===== src/rtl/rv32i_types_pkg.sv =====
// Shared RV32I pipeline types: decode->execute and execute->memory buses, their
// control enumerations and the bubble constants loaded on reset, flush and stall.
package rv32i_types_pkg;

   localparam int DATA_WIDTH = 32;
   localparam logic [31:0] NOP_INSTR = 32'h0000_0013;

   typedef enum logic [3:0] {
      ALU_NONE      = 4'd0,
      ALU_ADD       = 4'd1,
      ALU_SUB       = 4'd2,
      ALU_SLL       = 4'd3,
      ALU_SLT       = 4'd4,
      ALU_SLTU      = 4'd5,
      ALU_XOR       = 4'd6,
      ALU_SRL       = 4'd7,
      ALU_SRA       = 4'd8,
      ALU_OR        = 4'd9,
      ALU_AND       = 4'd10,
      ALU_OPERAND_A = 4'd11,
      ALU_OPERAND_B = 4'd12
   } alu_op_enum;

   typedef enum logic [2:0] {
      COND_NONE = 3'd0,
      COND_EQ   = 3'd1,
      COND_NE   = 3'd2,
      COND_LT   = 3'd3,
      COND_GE   = 3'd4,
      COND_LTU  = 3'd5,
      COND_GEU  = 3'd6
   } cond_code_enum;

   typedef enum logic [0:0] {
      MUX_ALU_OPERAND_A_RS1 = 1'b0,
      MUX_ALU_OPERAND_A_PC  = 1'b1
   } mux_ALU_operand_A_enum;

   typedef enum logic [0:0] {
      MUX_ALU_OPERAND_B_RS2       = 1'b0,
      MUX_ALU_OPERAND_B_IMMEDIATE = 1'b1
   } mux_ALU_operand_B_enum;

   typedef enum logic [1:0] {
      MUX_WB_NONE       = 2'd0,
      MUX_WB_ALU_RESULT = 2'd1,
      MUX_WB_MEM        = 2'd2,
      MUX_WB_PC_PLUS_4  = 2'd3
   } mux_writeback_enum;

   typedef enum logic [1:0] {
      FORWARD_A_NONE         = 2'd0,
      FORWARD_A_RS1_DATA_D   = 2'd1,
      FORWARD_A_ALU_RESULT_M = 2'd2,
      FORWARD_A_ALU_RESULT_W = 2'd3
   } mux_forward_A_enum;

   typedef enum logic [1:0] {
      FORWARD_B_NONE         = 2'd0,
      FORWARD_B_RS2_DATA_D   = 2'd1,
      FORWARD_B_ALU_RESULT_M = 2'd2,
      FORWARD_B_ALU_RESULT_W = 2'd3
   } mux_forward_B_enum;

   typedef struct packed {
      logic                   valid;
      logic [31:0]            instruction;
      logic [4:0]             rs1_addr;
      logic [4:0]             rs2_addr;
      logic [4:0]             rd_addr;
      logic [31:0]            rs1_data;
      logic [31:0]            rs2_data;
      logic [31:0]            immediate;
      alu_op_enum             ALU_op;
      cond_code_enum          cond_code;
      mux_ALU_operand_A_enum  mux_ALU_operand_A_select;
      mux_ALU_operand_B_enum  mux_ALU_operand_B_select;
      mux_writeback_enum      mux_writeback_select;
      logic                   reg_write;
      logic                   memory_transaction;
      logic                   mem_write;
      logic                   jump;
      logic                   i_jump;
      logic                   branch;
      logic [2:0]             width_type;
   } D_E_bus_t;

   typedef struct packed {
      logic [31:0]            ALU_result;
      logic [31:0]            write_data;
      logic [4:0]             rd_addr;
      logic                   reg_write;
      logic                   memory_transaction;
      logic                   mem_write;
      logic [2:0]             width_type;
      mux_writeback_enum      mux_writeback_select;
      logic [31:0]            PC_plus_4;
      logic [31:0]            instruction;
      logic                   valid;
   } E_M_bus_t;

   localparam D_E_bus_t D_E_BUBBLE = '{
      valid: 1'b0, instruction: NOP_INSTR,
      rs1_addr: 5'd0, rs2_addr: 5'd0, rd_addr: 5'd0,
      rs1_data: 32'h0, rs2_data: 32'h0, immediate: 32'h0,
      ALU_op: ALU_NONE, cond_code: COND_NONE,
      mux_ALU_operand_A_select: MUX_ALU_OPERAND_A_RS1,
      mux_ALU_operand_B_select: MUX_ALU_OPERAND_B_RS2,
      mux_writeback_select: MUX_WB_NONE,
      reg_write: 1'b0, memory_transaction: 1'b0, mem_write: 1'b0,
      jump: 1'b0, i_jump: 1'b0, branch: 1'b0, width_type: 3'd0
   };

   localparam E_M_bus_t E_M_BUBBLE = '{
      ALU_result: 32'h0, write_data: 32'h0, rd_addr: 5'd0,
      reg_write: 1'b0, memory_transaction: 1'b0, mem_write: 1'b0,
      width_type: 3'd0, mux_writeback_select: MUX_WB_NONE,
      PC_plus_4: 32'h0, instruction: NOP_INSTR, valid: 1'b0
   };

endpackage


===== src/rtl/rv32i_alu.sv =====
// Combinational RV32I ALU; results wrap modulo 2^32 and no flags are produced.
module rv32i_alu
   import rv32i_types_pkg::*;
(
   input  alu_op_enum              ALU_op,
   input  logic [DATA_WIDTH-1:0]   A,
   input  logic [DATA_WIDTH-1:0]   B,
   output logic [DATA_WIDTH-1:0]   result
);

   // Operation select; unused and undefined codes yield zero.
   always_comb begin
      result = 32'h0;
      case (ALU_op)
         ALU_ADD:       result = A + B;
         ALU_SUB:       result = A - B;
         ALU_SLL:       result = A << B[4:0];
         ALU_SLT:       result = {31'h0, ($signed(A) < $signed(B))};
         ALU_SLTU:      result = {31'h0, (A < B)};
         ALU_XOR:       result = A ^ B;
         ALU_SRL:       result = A >> B[4:0];
         ALU_SRA:       result = $unsigned($signed(A) >>> B[4:0]);
         ALU_OR:        result = A | B;
         ALU_AND:       result = A & B;
         ALU_OPERAND_A: result = A;
         ALU_OPERAND_B: result = B;
         default:       result = 32'h0;
      endcase
   end

endmodule


===== src/rtl/rv32i_execute_stage.sv =====
// RV32I execute stage: D/E register, operand forwarding, ALU, branch condition,
// redirect target and the registered E/M bus toward the memory stage.
module rv32i_execute_stage
   import rv32i_types_pkg::*;
(
   input  logic                    clk,
   input  logic                    rst_n,
   input  logic                    stall_E,
   input  logic                    flush_E,
   input  logic                    stall_M,
   input  D_E_bus_t                d_e_bus_i,
   input  logic [DATA_WIDTH-1:0]   PC_D,
   input  logic [DATA_WIDTH-1:0]   PC_plus_4_D,
   input  mux_forward_A_enum       mux_forward_A_select,
   input  mux_forward_B_enum       mux_forward_B_select,
   input  logic [DATA_WIDTH-1:0]   ALU_result_M,
   input  logic [DATA_WIDTH-1:0]   result_W,
   output logic [4:0]              rs1_addr_E,
   output logic [4:0]              rs2_addr_E,
   output logic [4:0]              rd_addr_E,
   output logic                    reg_write_E,
   output logic                    mem_read_E,
   output logic                    PC_src_E,
   output logic [DATA_WIDTH-1:0]   PC_target_E,
   output E_M_bus_t                e_m_bus_o
);

   D_E_bus_t                de_r;
   logic [DATA_WIDTH-1:0]   pc_e_r;
   logic [DATA_WIDTH-1:0]   pc_plus_4_e_r;
   E_M_bus_t                em_r;

   logic [DATA_WIDTH-1:0]   fwd_rs1_s;
   logic [DATA_WIDTH-1:0]   fwd_rs2_s;
   logic [DATA_WIDTH-1:0]   operand_a_s;
   logic [DATA_WIDTH-1:0]   operand_b_s;
   logic [DATA_WIDTH-1:0]   alu_result_s;
   logic                    cond_true_s;
   logic                    pc_src_s;
   logic [DATA_WIDTH-1:0]   pc_target_s;
   E_M_bus_t                em_next_s;

   // D/E register: flush beats stall so a redirect always squashes the E slot.
   always_ff @(posedge clk or negedge rst_n) begin
      if (!rst_n) begin
         de_r          <= D_E_BUBBLE;
         pc_e_r        <= 32'h0;
         pc_plus_4_e_r <= 32'h0;
      end else if (flush_E) begin
         de_r          <= D_E_BUBBLE;
         pc_e_r        <= 32'h0;
         pc_plus_4_e_r <= 32'h0;
      end else if (stall_E) begin
         de_r          <= de_r;
         pc_e_r        <= pc_e_r;
         pc_plus_4_e_r <= pc_plus_4_e_r;
      end else begin
         de_r          <= d_e_bus_i;
         de_r.valid    <= 1'b1;
         pc_e_r        <= PC_D;
         pc_plus_4_e_r <= PC_plus_4_D;
      end
   end

   // rs1 forwarding mux.
   always_comb begin
      fwd_rs1_s = de_r.rs1_data;
      case (mux_forward_A_select)
         FORWARD_A_ALU_RESULT_M: fwd_rs1_s = ALU_result_M;
         FORWARD_A_ALU_RESULT_W: fwd_rs1_s = result_W;
         default:                fwd_rs1_s = de_r.rs1_data;
      endcase
   end

   // rs2 forwarding mux; the result doubles as store data.
   always_comb begin
      fwd_rs2_s = de_r.rs2_data;
      case (mux_forward_B_select)
         FORWARD_B_ALU_RESULT_M: fwd_rs2_s = ALU_result_M;
         FORWARD_B_ALU_RESULT_W: fwd_rs2_s = result_W;
         default:                fwd_rs2_s = de_r.rs2_data;
      endcase
   end

   assign operand_a_s = (de_r.mux_ALU_operand_A_select == MUX_ALU_OPERAND_A_PC)
                        ? pc_e_r : fwd_rs1_s;
   assign operand_b_s = (de_r.mux_ALU_operand_B_select == MUX_ALU_OPERAND_B_IMMEDIATE)
                        ? de_r.immediate : fwd_rs2_s;

   rv32i_alu u_alu (
      .ALU_op (de_r.ALU_op),
      .A      (operand_a_s),
      .B      (operand_b_s),
      .result (alu_result_s)
   );

   // Branch condition, always on the forwarded registers rather than ALU operands.
   always_comb begin
      cond_true_s = 1'b0;
      case (de_r.cond_code)
         COND_EQ:  cond_true_s = (fwd_rs1_s == fwd_rs2_s);
         COND_NE:  cond_true_s = (fwd_rs1_s != fwd_rs2_s);
         COND_LT:  cond_true_s = ($signed(fwd_rs1_s) <  $signed(fwd_rs2_s));
         COND_GE:  cond_true_s = ($signed(fwd_rs1_s) >= $signed(fwd_rs2_s));
         COND_LTU: cond_true_s = (fwd_rs1_s <  fwd_rs2_s);
         COND_GEU: cond_true_s = (fwd_rs1_s >= fwd_rs2_s);
         default:  cond_true_s = 1'b0;
      endcase
   end

   // Redirect request; the target defaults to PC+imm so it never floats.
   always_comb begin
      pc_src_s    = 1'b0;
      pc_target_s = pc_e_r + de_r.immediate;
      if (de_r.valid) begin
         if (de_r.jump) begin
            pc_src_s = 1'b1;
         end else if (de_r.i_jump) begin
            pc_src_s    = 1'b1;
            pc_target_s = (fwd_rs1_s + de_r.immediate) & 32'hFFFF_FFFE;
         end else if (de_r.branch && cond_true_s) begin
            pc_src_s = 1'b1;
         end else begin
            pc_src_s = 1'b0;
         end
      end else begin
         pc_src_s = 1'b0;
      end
   end

   // Assemble the E/M payload from the current E slot.
   always_comb begin
      em_next_s                      = E_M_BUBBLE;
      em_next_s.ALU_result           = alu_result_s;
      em_next_s.write_data           = fwd_rs2_s;
      em_next_s.rd_addr              = de_r.rd_addr;
      em_next_s.reg_write            = de_r.reg_write;
      em_next_s.memory_transaction   = de_r.memory_transaction;
      em_next_s.mem_write            = de_r.mem_write;
      em_next_s.width_type           = de_r.width_type;
      em_next_s.mux_writeback_select = de_r.mux_writeback_select;
      em_next_s.PC_plus_4            = pc_plus_4_e_r;
      em_next_s.instruction          = de_r.instruction;
      em_next_s.valid                = de_r.valid;
   end

   // E/M register: a stalled E stage must not leak a duplicate into memory.
   always_ff @(posedge clk or negedge rst_n) begin
      if (!rst_n) begin
         em_r <= E_M_BUBBLE;
      end else if (stall_M) begin
         em_r <= em_r;
      end else if (stall_E) begin
         em_r <= E_M_BUBBLE;
      end else begin
         em_r <= em_next_s;
      end
   end

   assign rs1_addr_E  = de_r.rs1_addr;
   assign rs2_addr_E  = de_r.rs2_addr;
   assign rd_addr_E   = de_r.rd_addr;
   assign reg_write_E = de_r.reg_write;
   assign mem_read_E  = de_r.memory_transaction & ~de_r.mem_write;
   assign PC_src_E    = pc_src_s;
   assign PC_target_E = pc_target_s;
   assign e_m_bus_o   = em_r;

endmodule

===== config.mk =====
export PLATFORM = sky130hd
export DESIGN_NAME = rv32i_execute_stage
export DESIGN_NICKNAME = d
export VERILOG_FILES = /design/src/rtl/rv32i_types_pkg.sv /design/src/rtl/rv32i_alu.sv /design/src/rtl/rv32i_execute_stage.sv
export SDC_FILE = /design/constraint.sdc
export NUM_CORES = 1
export LEC_CHECK = 0
export BUFFER_PORTS_ARGS = -buffer_cell sky130_fd_sc_hd__buf_2
export CAP_MARGIN = 40
export CELL_PAD_IN_SITES_DETAIL_PLACEMENT = 0
export CELL_PAD_IN_SITES_GLOBAL_PLACEMENT = 1
export CORE_MARGIN = 5
export CORE_UTILIZATION = 47
export DETAILED_ROUTE_END_ITERATION = 12
export HOLD_SLACK_MARGIN = 0.08
export PLACE_DENSITY_LB_ADDON = 0.1
export SLEW_MARGIN = 15
export SYNTH_ARGS = -nofsm -noshare
export SYNTH_HDL_FRONTEND = slang
export SYNTH_SLANG_ARGS = --single-unit

===== constraint.sdc =====
create_clock -name clk -period 7 [get_ports clk]
set_input_delay 0 -clock clk [delete_from_list [all_inputs] [get_ports clk]]
set_output_delay 0 -clock clk [all_outputs]
set_load 0.005 [all_outputs]

==> impl_metrics.env <==
export IMPL_clockRootBuffer="clkbuf_16"
export IMPL_path_class="reg2reg"
export IMPL_top_usage_layer="met2"
export IMPL_tightest_slew_ps=990
export IMPL_antenna_found_initial=4
export IMPL_fin_tns_setup_ps=0
export IMPL_layout_commonest_cell="buf_2"
export IMPL_synth_top_cell_area_share=0.306
export IMPL_synth_compound_area_share=0.224
export IMPL_syn_area_mm2=0.0298
export IMPL_dieWidth_um=262
export IMPL_grt_overflow=0
export IMPL_clockBufferDepth=3
export IMPL_hold_ws_ps=118
export IMPL_synth_nets=4070
export IMPL_numCtsBuffers=44
export IMPL_pwr_density_cell_mw_per_mm2=194
export IMPL_fmax_ghz=0.173
export IMPL_cp_start_kind="register"
export IMPL_muxShareOfSynthArea=0.141
export IMPL_synthSimpleGateAreaFrac=0.170
export IMPL_cts_setup_buffers=0
export IMPL_drive_gt1_frac=0.166
export IMPL_dpl_hpwl_um=95600
export IMPL_start_util=0.474
export IMPL_die_h_um=262
export IMPL_report_final_slew_viol_count=0
export IMPL_dieArea_mm2=0.0685
export IMPL_numClockSinks=370
export IMPL_synth_fa_ha_area_frac=0.0826
export IMPL_postRouteAntennaNets=0
export IMPL_slew_headroom=0.340
export IMPL_syn_avg_cell_area_um2=8.33
export IMPL_async_flop_share=1.00
export IMPL_grt_max_degree=153
export IMPL_rsz0062_at_grt="no"
export IMPL_synth_warnings=0
export IMPL_layout_common_cells="buf_2 (489), nor2_1 (438), dlygate4sd3_1 (413), mux2i_1 (383), dfrtp_1 (362)"
export IMPL_drt_iter0_markers=3378
export IMPL_synth_ff_type="dfrtp_1"
export IMPL_num_rows=92
export IMPL_nets=4848
export IMPL_use_met1=0.467
export IMPL_critical_path_max_fanout=10
export IMPL_synth_edf_count=0
export IMPL_synth_top_family_by_area="compound AO/OA/AOI/OAI gates"
export IMPL_gr_usage_met2=0.611
export IMPL_finalHoldViolations=0
export IMPL_via_per_inst=6.13
export IMPL_ys_seq_area_frac=0.311
export IMPL_cap_viol_max_count=0
export IMPL_ys_seq_elements=370
export IMPL_drtPass1Iterations=6
export IMPL_setup_viol=0
export IMPL_portBuffers=491
export IMPL_clk_insertion_delay_late_ps=620
export IMPL_grt_pass1_vias=32100
export IMPL_gp_congestion=1.02
export IMPL_synthTopCellsByArea="dfrtp_1 (31%), mux2i_1 (13%), ha_1 (8.0%), nor2_1 (5.5%), o21ai_0 (5.4%)"
export IMPL_layout_min_cycle_time_ps=5780
export IMPL_utilization=0.614
export IMPL_fin_skew_ps=27.0
export IMPL_netlist_instances=3575
export IMPL_wl_um=132000
export IMPL_wire_per_inst_um=25.2
export IMPL_post_route_period_util=0.826
export IMPL_ios=493
export IMPL_min_path_type="in2reg"
export IMPL_gr_usage_all_layers=0.370
export IMPL_globalRouteMet3Util=0.0689
export IMPL_layoutNonFillerInstCount=5235
export IMPL_yosysTopAreaCell="dfrtp_1"
export IMPL_clk_pin_slew_ps=70
export IMPL_required_ps=7440
export IMPL_cts_resized=0
export IMPL_peakVddDrop_v=0.000198
export IMPL_synth_xor_area_share=0.0179
export IMPL_core_area_mm2=0.0629
export IMPL_crit_arrival_ps=6220
export IMPL_tritoncts="done"
export IMPL_htree_levels=2
export IMPL_synth_distinct_cells=89
export IMPL_drc=0
export IMPL_p_leak_nw=18.6
export IMPL_vias=32100
export IMPL_worstSetupEndpointType="register"
export IMPL_grt_pass1_wl_um=197000
export IMPL_status="finished clean"
export IMPL_dpl_cell_count=4738
export IMPL_area_growth_pct=29.7
[area by class of cell]
cell class,instances,area [um^2]
Fill cell,5344,24300
Multi-Input combinational cell,2831,19000
Sequential cell,370,9270
Timing Repair Buffer,985,7360
Clock buffer,59,1220
Tap cell,846,1060
Inverter,121,454
Clock inverter,21,279
Antenna cell,2,5.00
[flip-flops by register name, indices dropped and copies added (netlist names)]
| signal | cells |
|---|---|
| pc_e_r | 32 |
| reg_write_E | 1 |
| rd_addr_E | 5 |
| pc_plus_4_e_r | 32 |
| rs2_addr_E | 5 |
| de_r | 148 |
| rs1_addr_E | 5 |
| e_m_bus_o | 142 |
[report_power, final]
part / switching [mW] / internal, mW / leakage [nW]
clock network: 1.04 / 1.39 / 0.713
registers: 0.122 / 2.27 / 4.94
logic: 1.64 / 1.03 / 13.0
[critical path, cell delays in order (launching register included)]
cell and delay (ps):
dfrtp_2 400, nand2b_1 380, buf_4 290, o221ai_1 720, ha_1 480, or3_1 350, nor3_1 680, nor3_1 180
a211oi_1 450, o21ai_0 390, o31a_1 370, o21ai_0 550, buf_4 240, o311ai_0 110
[stage by stage]
stage,cell area [um^2],power (mW),setup slack [ps]
floorplan,29800,3.89,2700
global placement,32800,4.75,1080
detailed placement,32900,4.79,1070
CTS,38600,7.42,1380
global route,38600,7.79,996
finish,38600,7.49,1220
[worst paths after layout]
kind | startpoint | endpoint | slack, ps | depth (start not counted)
min reg2reg | e_m_bus_o[121] | e_m_bus_o[121] | 480 | 2
min in group asynchronous | rst_n | e_m_bus_o[89] | 530 | 3
max | de_r[12] | e_m_bus_o[110] | 1220 | 13
max reg2reg | de_r[12] | e_m_bus_o[110] | 1220 | 13
max in group asynchronous | rst_n | de_r[148] | 5230 | 4
min | ALU_result_M[14] | e_m_bus_o[92] | 120 | 6
[cells in the mapped netlist, drive strengths merged, types with 38 or more instances]
master  count
a21o       45
clkbuf    150
inv       119
mux2i     386
nand2     346
nor2      442
o221ai     44
nand3      38
o211ai     45
o21ai     331
nor3       54
ha        190
buf       103
nand2b    119
dfrtp     364
a21oi     256
[metal layers]
metal  part of all wire  vias up
li1                   -    14400
met3              0.081      411
met2               0.47     1631
met1               0.39    15600
met4              0.060        4
met5            0.00020        -
[cell families after synthesis]
family,after synthesis
xor gates and xnor gates,61
DFF,370
muxes,411
buffers and inverters,374
AOI/OAI and AO/OA,1034
adders and majority gates,194
and+or+nand+nor,1131
[timing repair]
item	CTS	global route
hold buffers	414	0
setup endpoints to repair	0	0
hold endpoints to repair	401	0
Note: power is estimated with default switching activity, not from simulation.
